$ cat src/rtl/timer_pkg.sv
// Shared definitions for the programmable timer: the controller state encoding.
package timer_pkg;

  typedef enum logic [1:0] {
    IDLE = 2'd0,
    RUN  = 2'd1,
    DONE = 2'd2
  } timer_state_e;

endpackage

$ cat src/rtl/tick_prescaler.sv
// Clock divider for the timer: emits a one-cycle tick every div+1 enabled clocks.
// A clear restarts the division from zero and swallows any tick due that cycle.
module tick_prescaler #(
  parameter int PRE_WIDTH = 8
) (
  input  logic                 clk,
  input  logic                 rst,
  input  logic                 clear,
  input  logic                 enable,
  input  logic [PRE_WIDTH-1:0] div,
  output logic                 tick
);

  logic [PRE_WIDTH-1:0] cnt_q;
  logic [PRE_WIDTH-1:0] cnt_d;

  assign tick = enable && !clear && (cnt_q == div);

  // Next prescaler count: clear wins, otherwise count up and wrap on the tick.
  always_comb begin
    // NOTE: default first so every path assigns cnt_d and no latch is inferred.
    cnt_d = cnt_q;
    if (clear) begin
      cnt_d = '0;
    end else if (enable) begin
      cnt_d = tick ? '0 : cnt_q + 1'b1;
    end
  end

  // Prescaler register with synchronous reset.
  always_ff @(posedge clk) begin
    // NOTE: non-blocking assignment so all flops update together at the edge.
    if (rst) begin
      cnt_q <= '0;
    end else begin
      cnt_q <= cnt_d;
    end
  end

endmodule

$ cat src/rtl/prog_timer.sv
// Programmable timer: counts prescaled ticks up to a latched terminal value,
// pulses cout on the terminal tick, then reloads (periodic) or parks in DONE.
module prog_timer
  import timer_pkg::*;
#(
  parameter int BUS_WIDTH = 12,
  parameter int PRE_WIDTH = 8
) (
  input  logic                 clk,
  input  logic                 rst,
  input  logic                 start,
  input  logic                 stop,
  input  logic                 periodic,
  input  logic [BUS_WIDTH-1:0] load_val,
  input  logic [PRE_WIDTH-1:0] prescale,
  output logic                 cout,
  output logic [BUS_WIDTH-1:0] q,
  output logic                 busy,
  output logic                 done
);

  timer_state_e         state_q, state_d;
  logic [BUS_WIDTH-1:0] count_q, count_d;
  logic [BUS_WIDTH-1:0] term_q, term_d;
  logic [PRE_WIDTH-1:0] div_q, div_d;
  logic                 periodic_q, periodic_d;
  logic                 cout_q, cout_d;
  logic                 tick;

  // Start and stop both restart the division; a pending tick is dropped.
  tick_prescaler #(
    .PRE_WIDTH(PRE_WIDTH)
  ) u_prescaler (
    .clk   (clk),
    .rst   (rst),
    .clear (start | stop),
    .enable(state_q == RUN),
    .div   (div_q),
    .tick  (tick)
  );

  // Controller: stop beats start, start beats the tick; cout only on a terminal tick.
  always_comb begin
    state_d    = state_q;
    count_d    = count_q;
    term_d     = term_q;
    div_d      = div_q;
    periodic_d = periodic_q;
    cout_d     = 1'b0;
    if (stop) begin
      state_d = IDLE;
      count_d = '0;
    end else if (start) begin
      state_d    = RUN;
      count_d    = '0;
      term_d     = load_val;
      div_d      = prescale;
      periodic_d = periodic;
    end else if (tick) begin
      if (count_q < term_q) begin
        count_d = count_q + 1'b1;
      end else begin
        cout_d = 1'b1;
        if (periodic_q) begin
          count_d = '0;
        end else begin
          state_d = DONE;
        end
      end
    end
  end

  // State, count, latched configuration and the registered cout pulse.
  always_ff @(posedge clk) begin
    if (rst) begin
      state_q    <= IDLE;
      count_q    <= '0;
      term_q     <= '0;
      div_q      <= '0;
      periodic_q <= 1'b0;
      cout_q     <= 1'b0;
    end else begin
      state_q    <= state_d;
      count_q    <= count_d;
      term_q     <= term_d;
      div_q      <= div_d;
      periodic_q <= periodic_d;
      cout_q     <= cout_d;
    end
  end

  assign cout = cout_q;
  assign q    = count_q;
  assign busy = (state_q == RUN);
  assign done = (state_q == DONE);

endmodule

$ cat config.mk
export PLATFORM = sky130hd
export DESIGN_NAME = prog_timer
export DESIGN_NICKNAME = d
export VERILOG_FILES = /design/src/rtl/timer_pkg.sv /design/src/rtl/tick_prescaler.sv /design/src/rtl/prog_timer.sv
export SDC_FILE = /design/constraint.sdc
export NUM_CORES = 1
export LEC_CHECK = 0
export BUFFER_PORTS_ARGS = -buffer_cell sky130_fd_sc_hd__buf_4
export CAP_MARGIN = 30
export CORE_MARGIN = 1.5
export CORE_UTILIZATION = 59
export DETAILED_ROUTE_END_ITERATION = 16
export HOLD_SLACK_MARGIN = 0.06
export PLACE_DENSITY = 0.84
export SLEW_MARGIN = 25
export SYNTH_ARGS = -nofsm -noshare
export SYNTH_HDL_FRONTEND = slang
export SYNTH_SLANG_ARGS = --single-unit
$ cat constraint.sdc
create_clock -name clk -period 3.2 [get_ports clk]
set_clock_uncertainty 0.2 [all_clocks]
set_input_delay 0.32 -clock clk [delete_from_list [all_inputs] [get_ports clk]]
set_output_delay 0.32 -clock clk [all_outputs]
set_load 0.01 [all_outputs]
==> results.md <==
* Run status: finished clean
* Simple-gate share of the synthesized area at ~25%
* Synth async-reset ratio at 0%
* Netlist Area Pre-Place at about 0.0022 mm2
* Final count of pins violating max slew at 0
* # rows at 22
* Number of levels in the clock H-tree at 2
* Synthesis-to-layout area growth at 18.7%
* Number of buffers on the longest clock path at 2
* Core Area at between 0.003 and 0.004 mm2
* Critical Path RT at 3.22 ns
* Die width at between 60 and 70 um
* Overall Global Routing Usage at 24.7%
* Post-synthesis mux area share at 0.503%
* CP Max Fanout at 12
* Largest family of logic cells by synthesized area: simple AND/OR/NAND/NOR gates
* Share of the cycle needed by the critical path after routing at between 70 and 80%
* Hold Worst Slack at between 0.07 and 0.08 ns
* Adder and majority gate portion of the synthesized area at about 7.3%
* Startpoint class of the critical path: register
* CTS sink cnt at 44
* CP endpoint: q[8]
* Net count of the mapped netlist at 302
* Most common library cell in the layout ignoring fill and taps: sky130_fd_sc_hd__nand2_1
* Total gr overflow at 0
* Critical path class: reg -> reg
* Seq/Total Area, Yosys at between 30 and 40%
* Area of all placed cells without fillers at 0.00266 mm2
* Type of destination of the critical path: register
* Count of final hold-check violations at 0
* # placed instances at between 300 and 400
* Power per Cell Area at between 300 and 400 mW/mm2
* Placer congestion estimate at between 0.8 and 0.9
* Met1 track utilization from global routing at 34.6%
* Critical register-to-register path endpoint: q[8]
* Worst skew pair latency at 0.29 ns
* Number of port buffers at 39
* Residual DRC at 0
* Non-filler instance count after layout at between 300 and 400
* Global-route wire length before repair at roughly 8 mm
* Arrival time at the worst endpoint at about 2.5 ns
* # setup viols final at 0
* Most Used Layer, Global Route: met2
* Slew @ Worst Pin at ~0.83 ns
* Met3 Track Usage GR at 6.08%
* Worst setup path start: q[10]
* Drt initial violations at between 100 and 150
* Post-DR wirelength/cell at 13.1 um
* Number of distinct library cell variants in the gate-level netlist after synthesis at 43
* Post-synthesis xor/xnor area fraction at under 10%
* Proportion of netlist area held by the largest area contributor at between 30% and 40%
* Clock tree from TritonCTS: done
* RSZ-0062 raised after global routing: false
* Final worst-path setup slack at about 0.7 ns
* Post-synth EDFFs at 0
* Max VDD drop at just over 0.3 mV
* Worst setup slack for register-to-register paths at 0.68 ns
* Achievable Freq at 397 MHz
* Residual antenna-violating net count after detailed routing at 0
* CTS buffer count at 5
* Vias per cell at about 5.5
* Post-Route Utilization at between 70% and 80%
* Largest net degree at the start of global routing at 26
* Clk pin slew, worst setup/hold paths at around 0.080 ns
* Classification of the worst-slack hold path: in -> reg
* Clock root cell: sky130_fd_sc_hd__clkbuf_8
* Static leakage at 1.11 nW
* Routed via count at 1,952
* Via count of the first global-routing pass at 1,766
* Synthesized-area fraction occupied by ao, oa, aoi and oai cells at 16.9%
* Synth area leader: sky130_fd_sc_hd__dfxtp_1
* Setup Slack @ Placement at around 0.7 ns
* Number of antenna repair diodes at 0
* Largest cells by area after synthesis: sky130_fd_sc_hd__dfxtp_1, sky130_fd_sc_hd__nand2_1, sky130_fd_sc_hd__ha_1
* Gate Count Post-Synth at roughly 260
* TNS Setup at 0 ns
* Yosys Warn Count at 0
* Vertical die dimension at between 60 and 70 um
* Met2 Use GR at roughly 38%
* Max transition margin at between 40 and 50%
* Shortest period the worst path allows at 2.52 ns
* Wire length reported by the detailed router at between 4 and 5 mm
* FF-to-FF path depth at 7
* Antenna violations before repair at 0
* Average size of a mapped cell at about 8.5 um2
* Count of maximum capacitance violations at 0
* Cell area after placement at 0.00256 mm2
* Register bit count reported by yosys at between 40 and 50
* Post-CTS Repair Setup Buffers at 0
* Main flop type after synthesis: sky130_fd_sc_hd__dfxtp_1
* Number of search-and-repair iterations in the first detailed-routing pass at 4
* Most frequent cells in the layout: sky130_fd_sc_hd__nand2_1, sky130_fd_sc_hd__dfxtp_1, sky130_fd_sc_hd__buf_4
* Die Footprint at ~0.0042 mm2
* Layout cells sized above 1 at 20.3%
* Net count of the finished layout at between 300 and 400
* Post-DP HPWL at ~3.3 mm
* I/O pin total at 40
* Reg-to-reg critical path startpoint: q[10]
* Initial standard-cell utilization of the core at just over 60%
* Total power draw at between 1 and 1.5 mW
[repair_timing]
action / in CTS / in global routing
resized for setup: 0 / 0
hold buffers: 1 / 0
endpoints found under the hold margin: 1 / 0
[registers in the layout, summed over array words and instances, names as in the netlist]
register	flops
cout	1
div_q	8
term_q	12
state_q	2
periodic_q	1
q	12
u_prescaler.cnt_q	8
[worst min-delay path by stage]
stage                            from    endpoint  slack (ns)  cells past startpoint
after global routing      load_val[9]   term_q[9]        0.07                      3
after floorplan                   rst  term_q[10]        0.19                      1
after detailed placement    term_q[3]   term_q[3]        0.25                      2
after CTS                 prescale[5]    div_q[5]        0.07                      3
after global placement      term_q[3]   term_q[3]        0.24                      2
final                     load_val[9]   term_q[9]        0.07                      3
[cells in the mapped netlist, drive strengths merged, types with 6 or more instances]
cell type / n
clkbuf: 6
a21oi: 27
o21ai: 6
nor3: 6
xor2: 13
ha: 13
nand2: 54
a221o: 6
dfxtp: 44
inv: 13
nor2: 21
[kinds of logic after synthesis]
group | after synthesis
fa+ha+maj | 13
mux | 1
buf+inv | 22
simple gates | 117
compound gates | 51
flops | 44
xor+xnor | 16
[power breakdown]
part / switching (mW) / internal [mW] / total [mW]
registers: 0.00965 / 0.560 / 0.570
clock network: 0.177 / 0.176 / 0.353
logic: 0.0616 / 0.0500 / 0.112
[cell type report]
cell class / instances / area [um2]
Inverter: 14 / 52.6
Tap cell: 48 / 60.1
Timing Repair Buffer: 41 / 310
Clock buffer: 8 / 90.1
Sequential cell: 44 / 881
Fill cell: 284 / 1000
Multi-Input combinational cell: 198 / 1260
[metal layers]
layer | part of all wire [%] | wire (um) | vias up
li1 | - | - | 1001
met1 | 51 | 2340 | 903
met2 | 45 | 2070 | 43
met3 | 4.0 | 186 | 5
met4 | 0.71 | 33 | 0
met5 | 0 | 0 | -
[worst max-delay path, cell delays in order, from the launching register on]
cell and delay, ns:
sky130_fd_sc_hd__dfxtp_1 0.41, sky130_fd_sc_hd__ha_1 0.28, sky130_fd_sc_hd__a21oi_1 0.19, sky130_fd_sc_hd__nand2_1 0.07
sky130_fd_sc_hd__a211o_2 0.36, sky130_fd_sc_hd__a211oi_2 0.62, sky130_fd_sc_hd__o21ai_0 0.20, sky130_fd_sc_hd__o21ai_0 0.12
(Power assumes the default switching activity.)
